$ cat src/rtl/cordic_pkg.sv
// Shared CORDIC constants: arctangent table, fixed-point formats, FSM states.
// Also used by the rotation-mode cosine unit (Q1.31 entry = ATAN_Q230[i] << 1).
package cordic_pkg;

  localparam int DW      = 32;
  localparam int XY_FRAC = 29;  // x, y are signed Q3.29
  localparam int Z_FRAC  = 30;  // z is signed Q2.30

  localparam logic [DW-1:0] Q1_0 = 32'h2000_0000;

  // round(atan(2^-i) * 2^30)
  localparam logic [DW-1:0] ATAN_Q230 [0:15] = '{
    32'h3243_F6A9, 32'h1DAC_6705, 32'h0FAD_BAFD, 32'h07F5_6EA7,
    32'h03FE_AB77, 32'h01FF_D55C, 32'h00FF_FAAB, 32'h007F_FF55,
    32'h003F_FFEB, 32'h001F_FFFD, 32'h0010_0000, 32'h0008_0000,
    32'h0004_0000, 32'h0002_0000, 32'h0001_0000, 32'h0000_8000
  };

  typedef enum logic [1:0] {IDLE, ITER, PACK} state_t;

  // |float| -> Q3.29, truncating; values >= 1.0 (and inf/NaN) clamp to 1.0.
  function automatic logic [DW-1:0] float_to_q329(input logic [30:0] f);
    logic [7:0] e;
    logic [7:0] sh;
    e = f[30:23];
    float_to_q329 = '0;
    if (e == 8'd0)
      float_to_q329 = '0;
    else if (e >= 8'd127)
      float_to_q329 = Q1_0;
    else begin
      sh = 8'd127 - e;
      if (sh < 8'(XY_FRAC + 1))
        float_to_q329 = {2'b00, 1'b1, f[22:0], 6'b0} >> sh;
    end
  endfunction

endpackage

$ cat src/rtl/cordic_fix2float.sv
// Signed Q2.30 to single-precision float, combinational; mantissa truncated.
// No latency and no handshake: the parent registers the output.
module cordic_fix2float
  import cordic_pkg::*;
(
  input  logic [DW-1:0] z,
  output logic [DW-1:0] f
);

  logic [DW-1:0] mag;
  logic [4:0]    lead;
  logic [4:0]    sh;
  logic [7:0]    expo;
  logic [22:0]   mant;

  always_comb begin
    mag  = z[31] ? (~z + 32'd1) : z;
    lead = 5'd0;
    for (int i = 0; i < DW; i++)
      if (mag[i]) lead = 5'(i);
    sh   = 5'd31 - lead;
    // leading one lands on bit 31 and is dropped by the 23-bit truncation
    mant = 23'((mag << sh) >> 8);
    expo = 8'(127 - Z_FRAC) + {3'b000, lead};
    f    = (mag == '0) ? '0 : {z[31], expo, mant};
  end

endmodule

$ cat src/rtl/cordic_atan_vector.sv
// Iterative CORDIC vectoring unit: atan(|y|/|x|) on floats, ITERS+1 cycles start to done.
// No backpressure: start is taken only in IDLE with done low; requests elsewhere are dropped.
module cordic_atan_vector
  import cordic_pkg::*;
#(
  parameter int ITERS = 16
) (
  input  logic          clock,
  input  logic          aclr,
  input  logic          clk_en,
  input  logic          start,
  input  logic [DW-1:0] dataa,
  input  logic [DW-1:0] datab,
  output logic [DW-1:0] result,
  output logic          done
);

  state_t state, state_nxt;

  logic [3:0]    iter;
  logic [DW-1:0] x, y, z;
  logic [DW-1:0] x_sh, y_sh, angle;
  logic [DW-1:0] x_in, y_in;
  logic [DW-1:0] z_float;
  logic          zero_op;
  logic          load, step, pack;

  always_ff @(posedge clock or posedge aclr) begin
    if (aclr)
      state <= IDLE;
    else if (clk_en)
      state <= state_nxt;
  end

  always_comb begin
    state_nxt = state;
    case (state)
      IDLE:    if (start && !done) state_nxt = ITER;
      ITER:    if (iter == 4'(ITERS - 1)) state_nxt = PACK;
      PACK:    state_nxt = IDLE;
      default: state_nxt = IDLE;
    endcase
  end

  // start is also refused while done is still high, so a request issued on the
  // completion pulse is dropped rather than starting a back-to-back operation
  always_comb begin
    load = 1'b0;
    step = 1'b0;
    pack = 1'b0;
    case (state)
      IDLE:    load = start && !done;
      ITER:    step = 1'b1;
      PACK:    pack = 1'b1;
      default: ;
    endcase
  end

  assign x_in  = float_to_q329(dataa[30:0]);
  assign y_in  = float_to_q329(datab[30:0]);
  assign x_sh  = $signed(x) >>> iter;
  assign y_sh  = $signed(y) >>> iter;
  assign angle = ATAN_Q230[iter];

  always_ff @(posedge clock or posedge aclr) begin
    if (aclr) begin
      iter    <= '0;
      x       <= '0;
      y       <= '0;
      z       <= '0;
      zero_op <= 1'b0;
      result  <= '0;
      done    <= 1'b0;
    end else if (clk_en) begin
      done <= pack;
      if (load) begin
        x       <= x_in;
        y       <= y_in;
        z       <= '0;
        iter    <= '0;
        zero_op <= (x_in == '0) && (y_in == '0);
      end else if (step) begin
        iter <= iter + 4'd1;
        if (!y[31]) begin
          x <= x + y_sh;
          y <= y - x_sh;
          z <= z + angle;
        end else begin
          x <= x - y_sh;
          y <= y + x_sh;
          z <= z - angle;
        end
      end
      if (pack)
        result <= zero_op ? '0 : z_float;
    end
  end

  cordic_fix2float u_fix2float (
    .z (z),
    .f (z_float)
  );

endmodule

$ cat config.mk
export PLATFORM = sky130hd
export DESIGN_NAME = cordic_atan_vector
export DESIGN_NICKNAME = d
export VERILOG_FILES = /design/src/rtl/cordic_pkg.sv /design/src/rtl/cordic_fix2float.sv /design/src/rtl/cordic_atan_vector.sv
export SDC_FILE = /design/constraint.sdc
export NUM_CORES = 1
export LEC_CHECK = 0
export CORE_MARGIN = 8
export CORE_UTILIZATION = 45
export CTS_BUF_LIST = sky130_fd_sc_hd__clkbuf_4 sky130_fd_sc_hd__clkbuf_8 sky130_fd_sc_hd__clkbuf_16
export CTS_CLUSTER_DIAMETER = 60
export DETAILED_ROUTE_END_ITERATION = 16
export GPL_ROUTABILITY_DRIVEN = 0
export PLACE_DENSITY = 0.71
export SLEW_MARGIN = 10
export SYNTH_ARGS = -nofsm -noshare
export SYNTH_HDL_FRONTEND = slang
export SYNTH_SLANG_ARGS = --single-unit
$ cat constraint.sdc
create_clock -name clock -period 7.9 [get_ports clock]
set_clock_uncertainty 0.15 [all_clocks]
set_input_delay 2.37 -clock clock [delete_from_list [all_inputs] [get_ports clock]]
set_output_delay 2.37 -clock clock [all_outputs]
set_load 0.01 [all_outputs]
==> impl_metrics.ini, run 1 <==
[placed_design]
io_buffer_count = 98
pre_cts_slack_ns = 0.6836
placed_area_um2 = 22670
dp_hpwl_um = 51830

[critical_path]
slowest_stage = dfrtp_4
cp_max_fo = 52
critPathLaunchType = register
crit_family = compound AO/OA/AOI/OAI gates
cp.required_ns = 8.09
crit_path_max_incr_delay_ns = 1.01
worst-setup-path-type = reg -> reg
critPathBufInv = 4
worstPathArrival_ns = 7.53
crit_path_end_kind = register
crit_chain = buf_4, inv_1, ha_1, nand2_1, nand2_1, o21ai_0, ha_1, inv_1, mux2i_1, inv_1, ha_1, nor2b_1, o31a_1, o41ai_1, a221oi_1, a311oi_1, o21ai_0, a31oi_1, o21ai_0, a31o_2, a21oi_1, xor2_1, nor3_1, o21bai_1

[sta]
final.min_clock_period_ns = 7.339
fin_tns_setup_ns = 0
period_share_pct = 92.90
hold_viol = 0
fmax_mhz = 136.3
tightest_slew_ns = 1.068
setup_viol = 0
slew_viol_final = 0
postLayoutSetupSlackWorst_ns = 0.5613
rsz0062_at_grt = no
maxSlewHeadroom_pct = 28.57

[drt]
route.detailed.drc = 0
dr_total_vias = 22480
first_pass_iters = 6
ant_nets = 0
post_drt_wl_per_cell_um = 20.94
drt_iter0_markers = 2866
avgViaCountPerCell = 6.787
routed_wl_um = 69370

[cts]
clk_pin_slew_ns = 0.07
cts_setup_buffers = 0
clk_latency_ns = 0.47
cts_sinks = 136
cts_htree_levels = 4
postCtsHoldBufs = 0
tritoncts = yes
cts_inserted_buffers = 17
cts_resized = 0
ctsRootBufferMaster = clkbuf_16
clockBufferDepth = 2

[logic_synthesis]
ys_warn_count = 0
synth_edf_count = 0
syn_inst = 2731
syn_area_um2 = 21430
avgSynthCellArea_um2 = 7.846
synth_xor_area_share_pct = 8.169
synthFlopType = dfrtp_1
synth.distinct_cells = 100
synth.area.mux_share_pct = 16.30
synth_top_family_by_area = compound AO/OA/AOI/OAI gates
async_flop_share_pct = 100.0
syn_nets = 2905
ys_ff_latch = 136
synth_compound_area_share_pct = 28.63
synthTopCellsByArea = dfrtp_1 (16%), mux4_2 (9.8%), ha_1 (6.0%)
yosys.area.top_type = dfrtp_1
synth_fa_ha_area_share_pct = 6.295
synthSimpleGateAreaFrac_pct = 19.81
synth_top_area_share_pct = 15.88
yosysSeqAreaShare_pct = 15.88

[cells_and_area]
drive_gt1_share_pct = 9.711
fin_nets = 2859
fill_cells = 4467
antenna-diode-count = 0
postLayoutCellArea_um2 = 23310
area_delta_synth_final_pct = 8.776

[global_route]
grt_pass1_vias = 21140
track_usage_pct = 24.60
antenna_found_initial = 0
grt_max_degree = 92
grt_overflow = 0
grt_pass1_wl_um = 110300

[floorplanning]
chipWidth_um = 234.2
row_count = 80
coreArea_um2 = 47350
dieArea_um2 = 54860
initial_core_util_pct = 45.26
die_h_um = 234.2
ios = 101

[hold_path]
hold_path.class = reg -> reg

[outcome]
status = finished, final reports clean

[job]
drv_cap = 0
## tightest hold or removal path: stages, from the launching register on
cell,delay [ns]
dfrtp_1,0.34
nand2_1,0.04
o21ai_0,0.06
## per-layer routing
| layer | global-route usage, % | share of wire (%) | wire, µm | vias to the layer above |
|---|---|---|---|---|
| li1 | - | - | - | 10270 |
| met1 | 31.43 | 41 | 28180 | 10830 |
| met2 | 40.22 | 47 | 32560 | 1171 |
| met3 | 4.500 | 8.3 | 5753 | 212 |
| met4 | 10.93 | 4.1 | 2872 | 0 |
| met5 | 0 | 0 | 0 | - |
## Yosys cell counts (48+ instances only)
cell and n:
inv_1 62, mux2i_1 88, o21ai_0 229, mux4_2 93, dfrtp_1 136, a21oi_1 186
ha_1 103, xor2_1 73, nor2_1 188, clkbuf_1 137, o211ai_1 49, nand2b_1 48
xnor2_1 125, nand3_1 79, nor3_1 54, nand2_1 326
## stage by stage
| step | instances | hold WS, ns | utilization, % |
|---|---|---|---|
| finish | 3313 | 0.3271 | 49.23 |
| global route | 3313 | 0.3515 | 49.23 |
| CTS | 3313 | 0.3327 | 49.23 |
| detailed placement | 3281 | 0.3202 | 47.89 |
| global placement | 3281 | 0.3122 | 47.89 |
| floorplan | 2731 | 0.2956 | - |
## registers in the layout, indices dropped and copies added, names as in the netlist
| name | cells |
|---|---|
| y | 32 |
| state | 2 |
| result | 32 |
| done | 1 |
| z | 32 |
| x | 32 |
| zero_op | 1 |
| iter | 4 |
## logic make-up after synthesis
group	Yosys count
muxes	227
xor gates and xnor gates	199
DFF	136
buffers and inverters	265
AOI/OAI and AO/OA	912
and+or+nand+nor	886
adders and majority gates	106
## final timing paths
path	start	end	slack, ns	cells after the start
worst min-delay path	result[8]$_DFFE_PP0P_	result[8]$_DFFE_PP0P_	0.33	2
worst min register to register	result[8]$_DFFE_PP0P_	result[8]$_DFFE_PP0P_	0.33	2
worst max register to register	iter[0]$_DFFE_PP0P_	z[31]$_DFFE_PP0P_	0.56	24
min in group asynchronous	aclr	z[6]$_DFFE_PP0P_	2.33	2
max in group asynchronous	aclr	y[31]$_DFFE_PP0P_	3.98	3
worst max-delay path	iter[0]$_DFFE_PP0P_	z[31]$_DFFE_PP0P_	0.56	24
## cell type report
class,count,area (µm²),share of cell area [%]
Clock inverter,10,140.1,0.6012
Sequential cell,136,3413,14.64
Tap cell,615,769.5,3.301
Clock buffer,22,494.2,2.120
Multi-Input combinational cell,2330,17000,72.93
Timing Repair Buffer,132,1231,5.282
Inverter,68,260.3,1.117
## placed cells by master (no fill, tap or decap), drive strengths merged, types with 45 or more instances in the layout
cell	instances
a21oi	188
mux4	93
o21ai	235
clkdlybuf4s50	97
a31oi	45
dfrtp	136
xor2	74
nor3	55
ha	103
nand2b	48
mux2i	88
o211ai	49
nand2	328
nand3	80
nor2	188
mux2	46
inv	64
xnor2	125
Power of run 1 is left out: the tool's default activity adds up to more than one toggle a clock period on the data nets, which glitch-free logic cannot reach.
==> inputs of run 2 (changes only) <==
--- a/config.mk
+++ b/config.mk
@@ -9,6 +9,7 @@
 export CORE_UTILIZATION = 45
 export CTS_BUF_LIST = sky130_fd_sc_hd__clkbuf_4 sky130_fd_sc_hd__clkbuf_8 sky130_fd_sc_hd__clkbuf_16
 export CTS_CLUSTER_DIAMETER = 60
+export CTS_CLUSTER_SIZE = 16
 export DETAILED_ROUTE_END_ITERATION = 16
 export GPL_ROUTABILITY_DRIVEN = 0
 export PLACE_DENSITY = 0.71
==> results of run 2 <==
The final DEF is identical to that of run 1; final timing and power are the same.
Power of run 2 is left out for the same reason.
